===== src/rtl/pll_ctrl_pkg.sv =====
// Shared types and constants for the PLL dynamic phase-shift controller.
package pll_ctrl_pkg;

  localparam int PLL_NUM_OUT = 5;
  localparam int SEL_W       = 3;
  localparam int MAX_STEP_W  = 16;

  typedef enum logic [2:0] {
    IDLE,
    SETUP,
    PULSE,
    GAP_S,
    WAIT_LOCK,
    FINISH
  } ctrl_state_e;

  // steps is sized for the widest STEP_W the top accepts; narrower counts are zero-extended
  typedef struct packed {
    logic                  load;
    logic [SEL_W-1:0]      sel;
    logic                  dir;
    logic [MAX_STEP_W-1:0] steps;
  } phase_cmd_t;

  function automatic logic sel_legal(input logic [SEL_W-1:0] sel);
    return ({29'd0, sel} < 32'(PLL_NUM_OUT));
  endfunction

endpackage


===== src/rtl/pll_phase_ctrl_sync_bit.sv =====
// Single-bit flop-chain synchronizer with synchronous reset; STAGES edges of latency, no backpressure.
// q_nxt exposes the value the last flop loads next, so consumers can register against it without an extra stage.
module sync_bit #(
  parameter int STAGES = 2
) (
  input  logic clk,
  input  logic rst,
  input  logic d,
  output logic q,
  output logic q_nxt
);

  logic [STAGES-1:0] ff;
  logic [STAGES-1:0] ff_d;

  generate
    if (STAGES == 1) begin : g_one
      assign ff_d = d;
    end else begin : g_chain
      assign ff_d = {ff[STAGES-2:0], d};
    end
  endgenerate

  always_ff @(posedge clk) begin
    if (rst) begin
      ff <= '0;
    end else begin
      ff <= ff_d;
    end
  end

  assign q     = ff[STAGES-1];
  assign q_nxt = ff_d[STAGES-1];

endmodule


===== src/rtl/pll_phase_ctrl.sv =====
// Dynamic phase-shift sequencer for the audio PLL: N step pulses or one load pulse, then wait for lock; all outputs registered.
// First pulse starts two cycles after accept; cmd_ready stays low while busy or while the PLL is unlocked, so commands wait upstream.
module pll_phase_ctrl
  import pll_ctrl_pkg::*;
#(
  parameter int STEP_W       = 8,
  parameter int PULSE_LOW    = 2,
  parameter int GAP          = 4,
  parameter int LOCK_TIMEOUT = 4096,
  parameter int SYNC_STAGES  = 2
) (
  input  logic              clk,
  input  logic              rst,
  input  logic              cmd_valid,
  output logic              cmd_ready,
  input  logic              cmd_load,
  input  logic [2:0]        cmd_sel,
  input  logic              cmd_dir,
  input  logic [STEP_W-1:0] cmd_steps,
  output logic              busy,
  output logic              done,
  output logic              err,
  input  logic              pll_lock,
  output logic              lock_sync,
  output logic [2:0]        phase_sel,
  output logic              phase_dir,
  output logic              phase_step_n,
  output logic              load_phase
);

  localparam int TMR_MAX_A = (PULSE_LOW > GAP) ? PULSE_LOW : GAP;
  localparam int TMR_MAX   = (LOCK_TIMEOUT > TMR_MAX_A) ? LOCK_TIMEOUT : TMR_MAX_A;
  localparam int TMR_W     = (TMR_MAX > 1) ? $clog2(TMR_MAX) : 1;

  ctrl_state_e      state_q, state_d;
  phase_cmd_t       cmd_q;
  logic [TMR_W-1:0] tmr_q;
  logic             lock_nxt;
  logic             fin_err;
  logic             accept;

  sync_bit #(
    .STAGES(SYNC_STAGES)
  ) u_lock_sync (
    .clk  (clk),
    .rst  (rst),
    .d    (pll_lock),
    .q    (lock_sync),
    .q_nxt(lock_nxt)
  );

  // cmd_ready is only ever high in IDLE, so this also implies state_q == IDLE
  assign accept = cmd_valid && cmd_ready;

  always_comb begin
    state_d = state_q;
    fin_err = 1'b0;
    case (state_q)
      IDLE: begin
        if (accept) state_d = SETUP;
      end
      SETUP: begin
        if (!sel_legal(cmd_q.sel)) begin
          state_d = FINISH;
          fin_err = 1'b1;
        end else if (!cmd_q.load && cmd_q.steps == '0) begin
          state_d = FINISH;
        end else begin
          state_d = PULSE;
        end
      end
      PULSE: begin
        if (tmr_q == TMR_W'(PULSE_LOW - 1)) state_d = GAP_S;
      end
      GAP_S: begin
        if (tmr_q == TMR_W'(GAP - 1)) begin
          if (!cmd_q.load && cmd_q.steps > MAX_STEP_W'(1)) state_d = PULSE;
          else state_d = WAIT_LOCK;
        end
      end
      WAIT_LOCK: begin
        if (lock_sync) begin
          state_d = FINISH;
        end else if (tmr_q == TMR_W'(LOCK_TIMEOUT - 1)) begin
          state_d = FINISH;
          fin_err = 1'b1;
        end
      end
      FINISH: begin
        state_d = IDLE;
      end
      default: begin
        state_d = IDLE;
      end
    endcase
  end

  always_ff @(posedge clk) begin
    if (rst) begin
      state_q      <= IDLE;
      cmd_q        <= '0;
      tmr_q        <= '0;
      cmd_ready    <= 1'b0;
      busy         <= 1'b0;
      done         <= 1'b0;
      err          <= 1'b0;
      phase_sel    <= '0;
      phase_dir    <= 1'b0;
      phase_step_n <= 1'b1;
      load_phase   <= 1'b0;
    end else begin
      state_q <= state_d;

      // Timer restarts on every state change, so each phase counts from 0
      if (state_d != state_q || state_q == IDLE) tmr_q <= '0;
      else tmr_q <= tmr_q + TMR_W'(1);

      if (accept) begin
        cmd_q     <= '{load: cmd_load, sel: cmd_sel, dir: cmd_dir, steps: MAX_STEP_W'(cmd_steps)};
        phase_sel <= cmd_sel;
        phase_dir <= cmd_dir;
      end else if (state_q == GAP_S && state_d != GAP_S && !cmd_q.load) begin
        cmd_q.steps <= cmd_q.steps - MAX_STEP_W'(1);
      end

      // Outputs are registered from the next state so they line up with it
      cmd_ready    <= (state_d == IDLE) && lock_nxt;
      busy         <= (state_d != IDLE);
      done         <= (state_d == FINISH) && !fin_err;
      err          <= (state_d == FINISH) && fin_err;
      phase_step_n <= !((state_d == PULSE) && !cmd_q.load);
      load_phase   <= (state_d == PULSE) && cmd_q.load;
    end
  end

endmodule


===== config.mk =====
export PLATFORM = sky130hd
export DESIGN_NAME = pll_phase_ctrl
export DESIGN_NICKNAME = d
export VERILOG_FILES = /design/src/rtl/pll_ctrl_pkg.sv /design/src/rtl/pll_phase_ctrl_sync_bit.sv /design/src/rtl/pll_phase_ctrl.sv
export SDC_FILE = /design/constraint.sdc
export NUM_CORES = 1
export LEC_CHECK = 0
export CORE_ASPECT_RATIO = 0.9
export CORE_MARGIN = 4
export CORE_UTILIZATION = 40
export CTS_BUF_LIST = sky130_fd_sc_hd__clkbuf_8
export DETAILED_ROUTE_END_ITERATION = 16
export SYNTH_ARGS = -nofsm -noshare
export SYNTH_HDL_FRONTEND = slang
export SYNTH_SLANG_ARGS = --single-unit

===== constraint.sdc =====
create_clock -name clk -period 5.7 [get_ports clk]
set_input_delay 1.71 -clock clk [delete_from_list [all_inputs] [get_ports clk]]
set_output_delay 1.71 -clock clk [all_outputs]
set_load 0.03 [all_outputs]

* Word-level counts from Yosys, hierarchy flattened
Cells that the tools add are included.
Storage, ports and cells: register bits 44, output and inout port bits 11
Operators by class: $add $sub $neg 2, order comparisons 2, equality and inequality tests 11, muxes and demuxes 15, reductions and logical operators 21
Operator list (number):
- 3-bit 2-to-1 mux | 8
- 16-bit by 1-bit > comparator with 1-bit output, second input constant | 1
- 16-bit logical NOT | 1
- 8-bit 2-to-1 mux | 2
- 16-bit by 1-bit subtractor with 16-bit output, second input constant | 1
- 3-bit one-hot mux with 5 select lines | 1
- 12-bit by 1-bit adder with 12-bit output, second input constant | 1
- 12-bit by 1-bit == test with 1-bit output, second input constant | 1
- 12-bit == test, second input constant | 1
- 12-bit by 2-bit == test with 1-bit output, second input constant | 1
- 1-bit logical AND | 10
- 3-bit by 2-bit == test with 1-bit output, second input constant | 3
- 3-bit == test, second input constant | 2
- 3-bit logical NOT | 2
- 2-bit OR reduction | 2
- 3-bit by 1-bit == test with 1-bit output, second input constant | 1
- 1-bit logical NOT | 3
- 3-bit < comparator, second input constant | 1
- 1-bit 2-to-1 mux | 3
- 3-bit by 2-bit != test with 1-bit output, second input constant | 1
- 3-bit != test | 1
- 3-bit nonzero test | 1
- 1-bit one-hot mux with 2 select lines | 1
- 2-bit nonzero test | 1
- 1-bit logical OR | 1

* Depth between registers and ports, before layout
Gate-level depths: netlist (run 1).
depth in word-level cells 10, depth in mapped cells 9, depth with buffers taken out 8

* Modules after synthesis
Synthesis (run 1) repeated with hierarchy kept, for this count alone.
Unflattened totals: cell total of the unflattened synthesis 258, area, all modules 2210.9 µm²
Modules (own cells, without submodules):
- pll_phase_ctrl | times used 1, cells an instance 254, area an instance 2158.3 µm²
- sync_bit | times used 1, cells an instance 4, area an instance 52.6 µm²

* Worst setup path before layout (run 1)
No wires, ideal clock.
path kind in2reg, start point input port cmd_valid, end point register cmd_q[4] (netlist name), library setup time 95 ps, data arrival time 2914 ps, data required time 5605 ps, setup slack 2691 ps, cell stages on the path 6, cell sequence nand2_1 or4_1 o211ai_1 nor3b_1 a31o_2 a221oi_1
Between the ends: longest elaborated chain between the ends 7
RTL lines:
- start: declaration | RTL line pll_phase_ctrl.sv:14 | input logic cmd_valid,
- 1-bit logical AND * | RTL line pll_phase_ctrl.sv:53 | assign accept = cmd_valid && cmd_ready;
- 3-bit 2-to-1 mux | RTL line pll_phase_ctrl.sv:60 | if (accept) state_d = SETUP;
- 3-bit one-hot mux with 5 select lines | RTL line pll_phase_ctrl.sv:58 | case (state_q)
- 3-bit by 2-bit != test with 1-bit output | RTL line pll_phase_ctrl.sv:122 | end else if (state_q == GAP_S && state_d != GAP_S && !cmd_q.load) begin
- 1-bit logical AND (2 in series) | RTL line pll_phase_ctrl.sv:122
- 2-bit nonzero test (no source line)
- end signal: assignment | RTL line pll_phase_ctrl.sv:119 | cmd_q <= '{load: cmd_load, sel: cmd_sel, dir: cmd_dir, steps: MAX_STEP_W'(cmd_steps)};
- end: declaration | RTL line pll_phase_ctrl.sv:36 | phase_cmd_t cmd_q;
Mark *: on every way between the ends. The rest lies on a longest branch, timed or not. A chain may end at the register's enable or synchronous reset.

* Worst setup path after layout (run 1)
start point input port rst, end point register tmr_q[7]
Between the ends: longest elaborated chain between the ends 1
RTL lines:
- start: declaration | RTL line pll_phase_ctrl.sv:13 | input logic rst,
- 2-bit OR reduction (no source line)
- end signal: assignment | RTL line pll_phase_ctrl.sv:116 | else tmr_q <= tmr_q + TMR_W'(1);
- end: declaration | RTL line pll_phase_ctrl.sv:37 | logic [TMR_W-1:0] tmr_q;
No other way between the ends.

==> run metrics, run 1 <==
RSZ-0062 raised after global routing=false; Hold Startpoint=phase_dir$_SDFFE_PP0P_; Startpoint Class=input pin; Std-Cell Rows=25; Reg clk slew, reported paths=0.09 ns; reg2reg path depth=8; CP max FO=18; Async SR Flop Fraction=0%; max_cap viols=0; Power Density=230 nW/µm²; worst r2r dst=tmr_q[7]$_SDFF_PP0_; Required @ worst endpoint=5.92 ns; CP Cell Sequence=clkdlybuf4s50_1, nand2b_1, or4_1, nor3_1; worst slew pin tran=0.643 ns; DRC Markers=0; Final Cycle Share=62.3%; Worst Setup SP=rst; max frequency=0.282 GHz; wire per inst=13.8 µm; Hold Path Stages=2; fin crit period=3.55 ns; gr usage total=15.0%; die area=7000 µm²; Post-Route WL=4810 µm; worst rel slew slack=57.0%; global-route wire length before repair=8240 µm; initial antenna violation count=0; initial drt markers=92; CTS tree=done; clk_lat worst skew=0.30 ns; CTS Buf Count=5; Hold WC Path Type=reg2reg; Core ar.=5410 µm²; vias per inst=5.37; DRT antenna net count=0; Post-synth EDFFs=0; ys flop type=dfxtp_1; clock sink total=44; cell leakage power=0.939 nW; Die X=87.8 µm; hold_buf cts=0; Slew Limit Fails=0; Port-buffer cells=27; Final Net Count=301; FF-to-FF Start=cmd_q[0]$_SDFFE_PP0P_; # IOs=28; DP HPWL=3610 µm; hold path endpoint=phase_dir$_SDFFE_PP0P_; most common cell in the netlist=dfxtp_1; clock tree buffer depth=2; root buf cell=clkbuf_8; Synth top cells by count=44 x dfxtp_1, 30 x nor2_1, 20 x nand2_1; number of synthesized register bits=44; Clock Skews=0.00606 ns; distinct cell type count of the synthesized netlist=53; hold_ws=0.462 ns; post-CTS resize count=0; fraction of layout cells with a size suffix above 1=8.19%; vias in the first global route=1770; H-tree depth=2; TritonRoute pass-1 iters=4; Initial Util=42.3%; P&R area growth vs syn=17.5%; largest net degree at the start of global routing=22; n_diodes=0; Final setup viols=0; GPL Wtd Cong=0.876; warning count from the yosys run=0; R2R Setup Slk=3.14 ns; setup tns final=0 ns; status=completed; CP max-delay cell=clkdlybuf4s50_1; final worst-path setup slack=2.15 ns; Synth area leaders=dfxtp_1 38%, xor2_1 5.7%, nor2_1 4.9%; sequential element share of the synthesized area=38.5%; Yosys top cell by area=dfxtp_1; global route total overflow=0; Yosys top cell area share=38.5%; Max IR drop VDD=128 µV; Via Count=1868; Hold Vio Cnt, Final=0; Mapped Cells=258; dpl ws=1.78 ns; syn_area_per_cell=8.87 µm²; post-CTS setup buffers=0; Worst path max stage delay=0.73 ns; Arr. time, crit path=3.77 ns; Worst Setup End Kind=flip-flop; CP Class=in2reg; Post-Syn Area=2290 µm²; Chip Height=79.8 µm; Syn Nets=279
[worst max-delay path: cells and delay by family]
kind,cells,cell delay [ns]
buffers and inverters,1,0.73
and+or+nand+nor,3,1.33
[registers in the layout, summed over array words and instances, names as in the netlist]
register,count
u_lock_sync.ff,2
busy,1
tmr_q,12
phase_dir,1
done,1
err,1
cmd_ready,1
cmd_q,20
state_q,3
phase_step_n,1
load_phase,1
[worst max-delay path by stage]
| stage | slack [ns] | to | depth (start not counted) |
|---|---|---|---|
| 5_1_grt | 1.98 | tmr_q[8]$_SDFF_PP0_ | 4 |
| 4_1_cts | 2.10 | tmr_q[7]$_SDFF_PP0_ | 4 |
| 6_report | 2.15 | tmr_q[7]$_SDFF_PP0_ | 4 |
| 3_5_place_dp | 1.78 | tmr_q[7]$_SDFF_PP0_ | 4 |
| 2_1_floorplan | 2.69 | cmd_q[4]$_SDFFE_PP0P_ | 6 |
| 3_3_place_gp | 1.89 | tmr_q[10]$_SDFF_PP0_ | 4 |
[routing by layer]
metal	wire length (µm)	vias to the layer above	GRT usage [%]
met3	284	4	4.85
met4	32	0	3.22
li1	-	968	-
met1	2420	850	20.5
met5	0	-	0
met2	2070	46	23.1
[kinds of logic after synthesis]
family,after synthesis,share of synthesized area (%)
compound gates,35,10.7
flops,44,38.5
fa+ha+maj,4,2.19
xor+xnor,24,9.18
buf+inv,21,4.65
simple gates,130,34.8
[layout by cell type (no fill, tap or decap), types with 2 or more instances in the layout]
cell type	synthesis	routed
buf_4	5	2
nor4bb_1	2	2
nand2_1	20	20
nand4_1	4	4
nand3b_1	3	3
clkdlybuf4s50_1	0	27
nor3_2	2	2
nor4_4	4	4
nor3b_1	6	6
nor3_1	15	15
and2_1	2	2
xnor2_1	9	9
a21oi_1	6	6
clkbuf_8	0	5
nor4_1	5	5
o211ai_1	2	2
a31oi_1	3	3
ha_1	4	4
a211oi_1	7	7
dfxtp_1	44	44
xor2_1	15	15
and4_1	4	4
or3_1	3	3
o21ai_0	5	5
nor2b_1	3	3
or4_1	2	2
nand3_1	11	11
nand2b_1	2	2
nor2_1	30	30
inv_1	7	7
o31a_1	2	2
and3_1	2	2
o21a_1	2	2
[layout make-up]
type	count	area (µm²)
Multi-Input combinational cell	193	1300
Sequential cell	44	881
Inverter	7	26.3
Tap cell	67	83.8
Clock buffer	5	68.8
Fill cell	526	2720
Clock inverter	3	42.5
Timing Repair Buffer	29	285
[report_power, final]
group,internal [W],switching (W),leakage (nW),total (W)
sequential,0.000313,0.00000754,0.356,0.000320
clock,0.000130,0.000108,0.0541,0.000238
combinational,0.0000299,0.0000305,0.529,0.0000604
[metrics by stage]
stage | power (W) | area, µm² | std cells | utilization [%]
floorplan | 0.000366 | 2290 | 258 | -
global placement | 0.000388 | 2580 | 340 | 47.7
detailed placement | 0.000388 | 2580 | 340 | 47.7
CTS | 0.000623 | 2690 | 348 | 49.7
global route | 0.000645 | 2690 | 348 | 49.7
finish | 0.000619 | 2690 | 348 | 49.7
No activity file was read; power rests on OpenSTA's default activity.
==> run 2, diff against run 1 <==
clock period = 3.7 ns   (was 5.7 ns; I/O delays follow)
==> run 2 against run 1 <==
Hold slack worse by 0.0072 ns. Sequential cell count is the same. Design area decreased by 0.42%. Power grew 46%. Routed wire length grew 0.39%. First-iteration DRC count grew 12%. Combinational power increased by 55%. Critical path depth is 3 higher. Non-clock buffer count up 1. Clock power up 32%. Clock skew increased by 0.0035 ns. Largest cell class unchanged. Largest power group unchanged.
==> run metrics, run 2 (same netlist as run 1, synthesis figures left out) <==
Die X=87.8 µm (unchanged); Chip Height=79.8 µm (unchanged); CP Cell Sequence=clkdlybuf4s50_1, nand2_1, or4_1, o211ai_1, nor3b_1, a31o_2, a221oi_1; largest net degree at the start of global routing=21 (-4.5%); Std-Cell Rows=25 (unchanged); Max IR drop VDD=161 µV (+26%); n_diodes=0 (unchanged); Largest Register=cmd_q; Initial Util=42.3% (unchanged); global-route wire length before repair=8310 µm (+0.84%); worst r2r dst=tmr_q[9]$_SDFF_PP0_; post-route cell area=2680 µm² (-0.42%); cell leakage power=0.941 nW (+0.17%); wire per inst=13.8 µm (+0.11%); gr usage total=15.0% (-0.058 points); H-tree depth=2 (unchanged); Top Registers=cmd_q: 20 flops, tmr_q: 12 flops, state_q: 3 flops; vias per inst=5.32 (-0.93%); CTS tree=done; Core ar.=5410 µm² (unchanged); initial antenna violation count=0 (unchanged); Final Cycle Share=72.8%; max_cap viols=0 (unchanged); hold path endpoint=phase_dir$_SDFFE_PP0P_; Clock Skews=0.00951 ns (+0.00345 ns); max reg flops=20 (unchanged); Worst Setup End Kind=flip-flop; worst slew pin tran=0.525 ns (-0.118 ns); clock sink total=44 (unchanged); Hold Path Stages=2 (unchanged); # IOs=28 (unchanged); worst rel slew slack=64.6% (+7.7 points); Hold Vio Cnt, Final=0 (unchanged); vias in the first global route=1737 (-1.9%); DP HPWL=3560 µm (-1.4%); Post-Route WL=4830 µm (+0.39%); die area=7000 µm² (unchanged); Slew Limit Fails=0 (unchanged); Hold WC Path Type=reg2reg; max frequency=0.371 GHz; fin crit period=2.69 ns; Arr. time, crit path=2.89 ns (-0.88 ns); fraction of layout cells with a size suffix above 1=8.51% (+0.33 points); global route total overflow=0 (unchanged); post-CTS resize count=0 (unchanged); hold_buf cts=0 (unchanged); clk_lat worst skew=0.30 ns (about the same); initial drt markers=103 (+12%); P&R area growth vs syn=17.0%; Startpoint Class=input pin; CP max-delay cell=clkdlybuf4s50_1; most frequent cells in the layout=44 x dfxtp_1, 30 x nor2_1, 27 x clkdlybuf4s50_1, 20 x nand2_1; Worst path max stage delay=0.47 ns (-0.26 ns); CTS Buf Count=5 (unchanged); Final Net Count=302 (+0.33%); DRC Markers=0 (unchanged); post-CTS setup buffers=0 (unchanged); R2R Setup Slk=1.13 ns (-2.01 ns); setup tns final=0 ns (unchanged); commonest non-fill, non-tap cell in the layout=dfxtp_1; clock tree buffer depth=2 (unchanged); root buf cell=clkbuf_8; status=completed; reg2reg path depth=8 (unchanged); Final setup viols=0 (unchanged); FF-to-FF Start=cmd_q[0]$_SDFFE_PP0P_; DP Area=2590 µm² (+0.29%); CP Class=in2reg; TritonRoute pass-1 iters=4 (unchanged); CP max FO=4 (-14); Required @ worst endpoint=3.90 ns (-2.02 ns); RSZ-0062 raised after global routing=false; DRT antenna net count=0 (unchanged); Via Count=1856 (-0.64%); Hold Startpoint=phase_dir$_SDFFE_PP0P_; Power Density=337 nW/µm² (+46%); Reg clk slew, reported paths=0.08 ns (about the same); GPL Wtd Cong=0.806 (-8.0%); Port-buffer cells=27 (unchanged)
==> run 2: changes by cell type in the layout (fill, tap and decap cells not counted) <==
cell | before | now
clkinvlp_4 | 1 | 0
buf_4 | 2 | 3
bufinv_16 | 1 | 0
clkinv_2 | 1 | 2
clkbuf_8 | 5 | 6
==> run 2: worst max-delay path by stage <==
stage	slack (ns)	start	endpoint	cells after the start
2_1_floorplan	1.29	cmd_valid	cmd_q[4]$_SDFFE_PP0P_	6
4_1_cts	1.03	cmd_valid	cmd_q[4]$_SDFFE_PP0P_	7
3_3_place_gp	0.75	cmd_valid	cmd_q[4]$_SDFFE_PP0P_	7
6_report	1.01	cmd_valid	cmd_q[4]$_SDFFE_PP0P_	7
3_5_place_dp	0.72	cmd_valid	cmd_q[4]$_SDFFE_PP0P_	7
5_1_grt	0.86	cmd_q[0]$_SDFFE_PP0P_	tmr_q[9]$_SDFF_PP0_	8
==> run 2: per-stage QoR <==
| stage | util, % | worst slack (ns) | total power (W) | hold WS, ns | cells |
|---|---|---|---|---|---|
| final | 49.5 | 1.01 | 0.000902 | 0.455 | 349 |
| after global routing | 49.5 | 0.859 | 0.000943 | 0.489 | 349 |
| after CTS | 49.5 | 1.03 | 0.000914 | 0.459 | 349 |
| after detailed placement | 47.8 | 0.721 | 0.000599 | 0.448 | 341 |
| after global placement | 47.8 | 0.745 | 0.000599 | 0.445 | 341 |
| after floorplan | - | 1.29 | 0.000564 | 0.440 | 258 |
==> run 2: layer usage <==
layer | share of wire, % | track usage [%] | vias up
met4 | 1.3 | 4.60 | 0
met5 | 0 | 0 | -
li1 | - | - | 970
met1 | 53 | 21.4 | 850
met3 | 4.4 | 4.33 | 8
met2 | 41 | 21.5 | 28
==> run 2: critical path, delay by kind of cell <==
kind                   cells  cell delay (ns)
buffers and inverters      1             0.47
AO/OA/AOI/OAI              3             0.67
AND/OR/NAND/NOR            3             0.65
==> run 2: final cells by class <==
type,instances,area [µm²]
flip-flops and latches,44,881
multi-input cells,193,1300
inverters,7,26.3
repair buffers,30,293
clock inverters,2,10.0
fillers,530,2730
clock buffers,6,82.6
well taps,67,83.8
==> run 2: power by group <==
group	internal, W	switching [W]	total (W)
clock network	0.000149	0.000165	0.000314
logic	0.0000467	0.0000471	0.0000938
registers	0.000482	0.0000118	0.000494
